`src/rtl/ipv4_pkg.sv`:
```
// Shared types and constants for the IPv4 receive path.
// Header fields are kept as one packed record so the parser can capture them in place.
package ipv4_pkg;

    localparam logic [3:0]  IPV4_VERSION   = 4'd4;
    localparam logic [3:0]  IPV4_MIN_IHL   = 4'd5;
    localparam logic [15:0] ETHERTYPE_IPV4 = 16'h0800;

    typedef enum logic [2:0] {
        S_IDLE,
        S_HDR,
        S_OPT,
        S_PAYLOAD,
        S_DROP
    } ipv4_state_t;

    typedef enum logic [2:0] {
        NONE     = 3'd0,
        BAD_VER  = 3'd1,
        BAD_LEN  = 3'd2,
        BAD_CSUM = 3'd3,
        FRAG     = 3'd4,
        NOT_US   = 3'd5,
        TRUNC    = 3'd6
    } ipv4_err_t;

    // Only the header fields the parser acts on; DF and the reserved flag are not kept.
    typedef struct packed {
        logic [3:0]  ihl;
        logic [15:0] total_len;
        logic        mf;
        logic [12:0] frag_off;
        logic [7:0]  protocol;
        logic [31:0] src;
        logic [31:0] dst;
    } hdr_t;

endpackage

```
`src/rtl/ones_comp_acc.sv`:
```
// 16-bit one's-complement accumulator (clear, add word, folded sum); shared by IP/UDP/ICMP checksums.
// Latency: sum is combinational and already includes add_dat while add_vld is high.
// Backpressure: none; one word may be added every cycle.
module ones_comp_acc (
    input  logic        clk,
    input  logic        rst,
    input  logic        clr,
    input  logic        add_vld,
    input  logic [15:0] add_dat,
    output logic [15:0] sum
);

    logic [15:0] acc;
    logic [16:0] raw;
    logic [15:0] folded;

    // End-around carry applied on every add keeps the stored value within 16 bits.
    assign raw    = {1'b0, acc} + {1'b0, add_dat};
    assign folded = raw[15:0] + {15'd0, raw[16]};
    assign sum    = add_vld ? folded : acc;

    always_ff @(posedge clk) begin
        if (rst || clr) begin
            acc <= '0;
        end else if (add_vld) begin
            acc <= folded;
        end
    end

endmodule

```
`src/rtl/ipv4_decode.sv`:
```
// IPv4 receive header parser: validates the header, filters on destination, strips it, forwards payload.
// Latency: dout 1 cycle after din; hdr_ok/err 1 cycle after the deciding byte; done 1 cycle after dout_last.
// Backpressure: none; the byte stream cannot stall, so rejected frames are skipped until valid falls.
module ipv4_decode
    import ipv4_pkg::*;
#(
    parameter logic [31:0] IP_ADDR          = 32'h69696969,
    parameter bit          ACCEPT_BROADCAST = 1'b1
) (
    input  logic        clk,
    input  logic        rst,
    input  logic        valid,
    input  logic [7:0]  din,
    output logic [7:0]  dout,
    output logic        dout_valid,
    output logic        dout_last,
    output logic        hdr_ok,
    output logic [31:0] src_ip,
    output logic [7:0]  protocol,
    output logic [15:0] payload_len,
    output logic        done,
    output logic        err,
    output logic [2:0]  err_code
);

    ipv4_state_t state, state_nxt;
    hdr_t        hdr;
    logic [5:0]  cnt;
    logic [7:0]  hi_byte;
    logic [15:0] pay_cnt;
    logic [15:0] csum;
    logic [5:0]  hdr_len;
    logic [15:0] pay_len_calc;
    logic [31:0] dst_full;
    logic        in_hdr;
    logic        hdr_last;
    logic        csum_add;
    logic        dst_match;
    logic        err_set;
    ipv4_err_t   err_code_nxt;
    logic        accept;

    assign hdr_len      = {hdr.ihl, 2'b00};
    assign in_hdr       = (state == S_HDR) || (state == S_OPT);
    assign hdr_last     = valid && in_hdr && (cnt == hdr_len - 6'd1);
    assign csum_add     = valid && in_hdr && cnt[0];
    assign pay_len_calc = hdr.total_len - {10'd0, hdr_len};
    // With a 20-byte header the last dst byte is still on din when the verdict is taken.
    assign dst_full     = (cnt == 6'd19) ? {hdr.dst[31:8], din} : hdr.dst;
    assign dst_match    = (dst_full == IP_ADDR) ||
                          (ACCEPT_BROADCAST && (dst_full == 32'hFFFF_FFFF));

    ones_comp_acc u_csum (
        .clk     (clk),
        .rst     (rst),
        .clr     (state == S_IDLE),
        .add_vld (csum_add),
        .add_dat ({hi_byte, din}),
        .sum     (csum)
    );

    always_ff @(posedge clk) begin
        if (rst) begin
            state <= S_IDLE;
        end else begin
            state <= state_nxt;
        end
    end

    always_comb begin
        state_nxt    = state;
        err_set      = 1'b0;
        err_code_nxt = NONE;
        accept       = 1'b0;
        unique case (state)
            S_IDLE: begin
                if (valid) begin
                    if ((din[7:4] != IPV4_VERSION) || (din[3:0] < IPV4_MIN_IHL)) begin
                        err_set      = 1'b1;
                        err_code_nxt = BAD_VER;
                        state_nxt    = S_DROP;
                    end else begin
                        state_nxt = S_HDR;
                    end
                end
            end
            S_HDR, S_OPT: begin
                if (!valid) begin
                    err_set      = 1'b1;
                    err_code_nxt = TRUNC;
                    state_nxt    = S_IDLE;
                end else if (hdr_last) begin
                    err_set = 1'b1;
                    if (hdr.total_len < {10'd0, hdr_len}) begin
                        err_code_nxt = BAD_LEN;
                    end else if (csum != 16'hFFFF) begin
                        err_code_nxt = BAD_CSUM;
                    end else if (hdr.mf || (hdr.frag_off != '0)) begin
                        err_code_nxt = FRAG;
                    end else if (!dst_match) begin
                        err_code_nxt = NOT_US;
                    end else begin
                        err_set = 1'b0;
                        accept  = 1'b1;
                    end
                    state_nxt = (accept && (pay_len_calc != '0)) ? S_PAYLOAD : S_DROP;
                end else if (cnt == 6'd19) begin
                    state_nxt = S_OPT;
                end
            end
            S_PAYLOAD: begin
                if (!valid) begin
                    err_set      = 1'b1;
                    err_code_nxt = TRUNC;
                    state_nxt    = S_IDLE;
                end else if (pay_cnt == 16'd1) begin
                    state_nxt = S_DROP;
                end
            end
            S_DROP: begin
                if (!valid) begin
                    state_nxt = S_IDLE;
                end
            end
            default: state_nxt = S_IDLE;
        endcase
    end

    always_ff @(posedge clk) begin
        if (rst) begin
            err         <= 1'b0;
            err_code    <= 3'd0;
            hdr_ok      <= 1'b0;
            done        <= 1'b0;
            src_ip      <= '0;
            protocol    <= '0;
            payload_len <= '0;
        end else begin
            err    <= err_set;
            hdr_ok <= accept;
            done   <= (accept && (pay_len_calc == '0)) || dout_last;
            if (err_set) begin
                err_code <= err_code_nxt;
            end
            if (accept) begin
                src_ip      <= hdr.src;
                protocol    <= hdr.protocol;
                payload_len <= pay_len_calc;
            end
        end
    end

    always_ff @(posedge clk) begin
        if (rst) begin
            hdr        <= '0;
            cnt        <= '0;
            hi_byte    <= '0;
            pay_cnt    <= '0;
            dout       <= '0;
            dout_valid <= 1'b0;
            dout_last  <= 1'b0;
        end else begin
            dout_valid <= 1'b0;
            dout_last  <= 1'b0;
            case (state)
                S_IDLE: begin
                    cnt <= '0;
                    if (valid) begin
                        cnt     <= 6'd1;
                        hi_byte <= din;
                        hdr.ihl <= din[3:0];
                    end
                end
                S_HDR, S_OPT: begin
                    if (valid) begin
                        cnt <= cnt + 6'd1;
                        if (!cnt[0]) begin
                            hi_byte <= din;
                        end
                        case (cnt)
                            6'd2:  hdr.total_len[15:8]          <= din;
                            6'd3:  hdr.total_len[7:0]           <= din;
                            6'd6:  {hdr.mf, hdr.frag_off[12:8]} <= din[5:0];
                            6'd7:  hdr.frag_off[7:0]            <= din;
                            6'd9:  hdr.protocol                 <= din;
                            6'd12: hdr.src[31:24]               <= din;
                            6'd13: hdr.src[23:16]               <= din;
                            6'd14: hdr.src[15:8]                <= din;
                            6'd15: hdr.src[7:0]                 <= din;
                            6'd16: hdr.dst[31:24]               <= din;
                            6'd17: hdr.dst[23:16]               <= din;
                            6'd18: hdr.dst[15:8]                <= din;
                            6'd19: hdr.dst[7:0]                 <= din;
                            default: ;
                        endcase
                        if (hdr_last) begin
                            pay_cnt <= pay_len_calc;
                        end
                    end
                end
                S_PAYLOAD: begin
                    if (valid) begin
                        dout       <= din;
                        dout_valid <= 1'b1;
                        dout_last  <= (pay_cnt == 16'd1);
                        pay_cnt    <= pay_cnt - 16'd1;
                    end
                end
                default: ;
            endcase
        end
    end

endmodule
```
`config.mk`:
```
export PLATFORM = sky130hd
export DESIGN_NAME = ipv4_decode
export DESIGN_NICKNAME = d
export VERILOG_FILES = /design/src/rtl/ipv4_pkg.sv /design/src/rtl/ones_comp_acc.sv /design/src/rtl/ipv4_decode.sv
export SDC_FILE = /design/constraint.sdc
export NUM_CORES = 1
export LEC_CHECK = 0
export ABC_AREA = 1
export BUFFER_PORTS_ARGS = -buffer_cell sky130_fd_sc_hd__buf_2
export CORE_ASPECT_RATIO = 1.4
export CORE_MARGIN = 4
export CORE_UTILIZATION = 41
export DETAILED_ROUTE_END_ITERATION = 8
export PLACE_DENSITY = 0.6
export SYNTH_ARGS = -nofsm -noshare
export SYNTH_HDL_FRONTEND = slang
export SYNTH_SLANG_ARGS = --single-unit
```
`constraint.sdc`:
```
create_clock -name clk -period 5.52 [get_ports clk]
set_input_delay 1.104 -clock clk [delete_from_list [all_inputs] [get_ports clk]]
set_output_delay 1.104 -clock clk [all_outputs]
set_load 0.01 [all_outputs]
```
==> results.md <==
* Crit end category: register
* Setup violations, final at 0
* I/O pins at 83
* Fin. max-slew vios at 0
* Most numerous cell on the critical path: nand2_1
* Placed Area at 11900 um^2
* FF-to-FF path depth at 33
* Crit path time final at 4680 ps
* Critical path fanouts, max at 44
* GRT Util Overall at 20.8%
* Slew headroom at 46.3%
* Syn Std Cell Area at 11100 um^2
* Reg-to-Reg Start: u_csum.acc[0]
* Gate Count Post-Synth at 1613
* Register bit total from synthesis at 227
* Worst Slack Setup Final at 836 ps
* Hold Path Class: reg -> reg
* Synth warnings at 0
* Startpoint of the worst hold path: hdr[2]
* Core area at 26700 um^2
* Max clock buf depth at 3
* FMAX at 213 MHz
* Reg clk slew, reported paths at 60 ps
* Area of the multi-input gates at 5660 um^2
* Number of DRC markers in iteration 0 at 713
* ANT nets after route at 0
* WL/cell at 15.3 um
* Seq/Total Area, Yosys at 41.0%
* Pwr Density at 282 nW/um^2
* Area Overhead vs Synth at 14.3%
* Crit path DAT at 5110 ps
* Drt drc at 0
* Post-synth top area cell: dfxtp_1
* Nets at 1727
* Most frequent cells after synthesis: nor2_1 (293), nand2_1 (270), dfxtp_1 (227), o21ai_0 (191), inv_1 (152)
* WS Path Type: in -> reg
* Net Sw Frac at 25.3%
* First-pass GRT wire length at 51.4 mm
* Initial antenna violation count at 0
* GP Congestion at 0.895
* Die width at 147 um
* Gate power share at 8.5%
* Total negative slack at 0 ps
* Syn avg cell area at 6.87 um^2
* Sw power at 0.000906 W
* Largest net degree at the start of global routing at 94
* Clk Latency, worst-skew pair at 530 ps
* Post-CTS Setup Bufs at 0
* DRT Pass-1 Iters at 7
* Post-DP HPWL at 22.4 mm
* Worst hold endpoint: hdr[2]
* Fin Clk Skew at 20.2 ps
* CTS root buf: clkbuf_16
* Buffers on Ports at 82
* Post_cts resized at 0
* Hold buffer count at cts at 0
* Synth Net Count at 1655
* Leak at 5.63 nW
* CTS H-tree depth at 1
* Die area at 29800 um^2
* Share of layout cells above drive strength 1 at 11.3%
* Slowest CP cell: fa_1
* Top post-synthesis cells by area: dfxtp_1 (41%), nor2_1 (9.9%), nand2_1 (9.1%)
* Seq pwr share at 46.5%
* Gr ovfl total at 0
* Final instance area at 12700 um^2
* CTS tree: yes
* Slew @ Worst Pin at 805 ps
* # rows at 71
* Clock share of power at 45.0%
* Final period util at 84.9%
* Startpoint type of the worst setup path: input port
* Int Power at 0.00267 W
* Post-synth top area share at 41.0%
* FF-to-FF End: payload_len[15]
* CTS Buf Count at 23
* EDFF count, synth at 0
* Ant diodes at 0
* Most numerous cell in the Yosys netlist: nor2_1
* CP max stage delay at 370 ps
* Fin. Hold Viols at 0
* Synth async-reset ratio at 0%
* Area of all sequential standard cells at 4540 um^2
* Worst VDD drop at 0.225 mV
* Place WS at 320 ps
* Die span in y at 203 um
* Number of global-route vias before repair at 10000
* DR vias/cell at 5.10
* Clock sinks at 227
* Vias at 10500
* Total Wirelength at 31.6 mm
* R2R setup slack at 1110 ps
* Status: completed
* Ys flop type: dfxtp_1
* Initial Util at 41.5%
* # Max-Cap Violations at 0
* RSZ-0062 raised after global routing: false
* # fillers at 2726
* Number of distinct library cells after synthesis at 46
* Required @ worst endpoint at 5950 ps
* Hold path depth at 2
-- cell type report --
cell class / count / share of cell area, %
Timing Repair Buffer: 106 / 4.76
Clock inverter: 10 / 0.997
Clock buffer: 31 / 5.17
Inverter: 168 / 5.00
Multi-Input combinational cell: 1159 / 44.6
Sequential cell: 227 / 35.9
Tap cell: 365 / 3.60
-- layout by cell type (no fill, tap or decap), types with 3 or more instances in the layout --
master and count:
inv_1 151, a211oi_1 5, a21oi_1 122, xnor2_1 7
nand3_1 81, inv_2 9, clkbuf_8 5, or2_2 4
buf_4 23, o211ai_1 7, dfxtp_1 227, nor4_1 18
clkinv_1 6, ha_1 29, nand2_2 10, nand4_1 18
nand3_2 3, buf_2 82, o21ai_0 191, nand3b_1 3
nor2_1 293, o21ai_1 19, nor3_1 20, a21oi_2 3
clkinv_2 5, clkbuf_16 23, clkbuf_1 3, nand2_1 270
xor2_1 15, nor2_2 11, a31oi_1 8
-- per-layer routing --
metal	wire length, um	share of wire (%)	vias up	global-route usage, %
met2	15600	49	201	37.4
met3	1160	3.7	56	2.66
met1	14000	44	4837	26.0
met5	0	0	-	0
met4	826	2.6	0	6.16
li1	-	-	5439	-
-- how the worst max path moves through the flow --
| stage | cells past startpoint | slack, ps | end | startpoint |
|---|---|---|---|---|
| final | 34 | 840 | payload_len[15] | din[0] |
| after floorplan | 32 | 940 | protocol[0] | din[1] |
| after global placement | 32 | 380 | payload_len[15] | din[7] |
| after detailed placement | 32 | 320 | src_ip[23] | din[0] |
| after CTS | 30 | 870 | src_ip[16] | din[7] |
| after global routing | 34 | 370 | src_ip[16] | din[0] |
-- stage by stage --
step / util, % / cells / power, W / hold WS [ps]
floorplan: - / 1613 / 0.00191 / 425
global placement: 44.5 / 2025 / 0.00200 / 441
detailed placement: 44.5 / 2025 / 0.00200 / 448
CTS: 47.4 / 2066 / 0.00362 / 458
global route: 47.4 / 2066 / 0.00372 / 475
finish: 47.4 / 2066 / 0.00358 / 455
-- logic make-up after synthesis --
family | count (synthesis) | share of synthesized area (%)
buffers and inverters | 227 | 8.05
AO/OA/AOI/OAI | 366 | 17.3
AND/OR/NAND/NOR | 740 | 28.3
adder cells (fa/ha/maj) | 31 | 3.63
flip-flops | 227 | 41.0
XOR/XNOR | 22 | 1.74
-- sequential cells by signal, summed over array words and instances (netlist names) --
name / count
cnt: 6
done: 1
dout: 8
dout_last: 1
dout_valid: 1
err: 1
err_code: 3
hdr: 106
hdr_ok: 1
hi_byte: 8
pay_cnt: 16
payload_len: 16
protocol: 8
src_ip: 32
state: 3
u_csum.acc: 16
-- worst max-delay path, delay by kind of cell --
kind                       cells  cell delay (ps)
AOI/OAI and AO/OA              3              410
adders and majority gates      4              940
buffers and inverters          6              740
and+or+nand+nor               21             1900
-- power by group through the flow --
stage | clock (W) | combinational (W) | sequential (W)
floorplan | 0 | 0.000208 | 0.00170
finish | 0.00161 | 0.000303 | 0.00167
detailed placement | 0 | 0.000302 | 0.00170
CTS | 0.00165 | 0.000305 | 0.00167
global placement | 0 | 0.000302 | 0.00170
global route | 0.00171 | 0.000341 | 0.00167
Note: power is estimated with default switching activity, not from simulation.
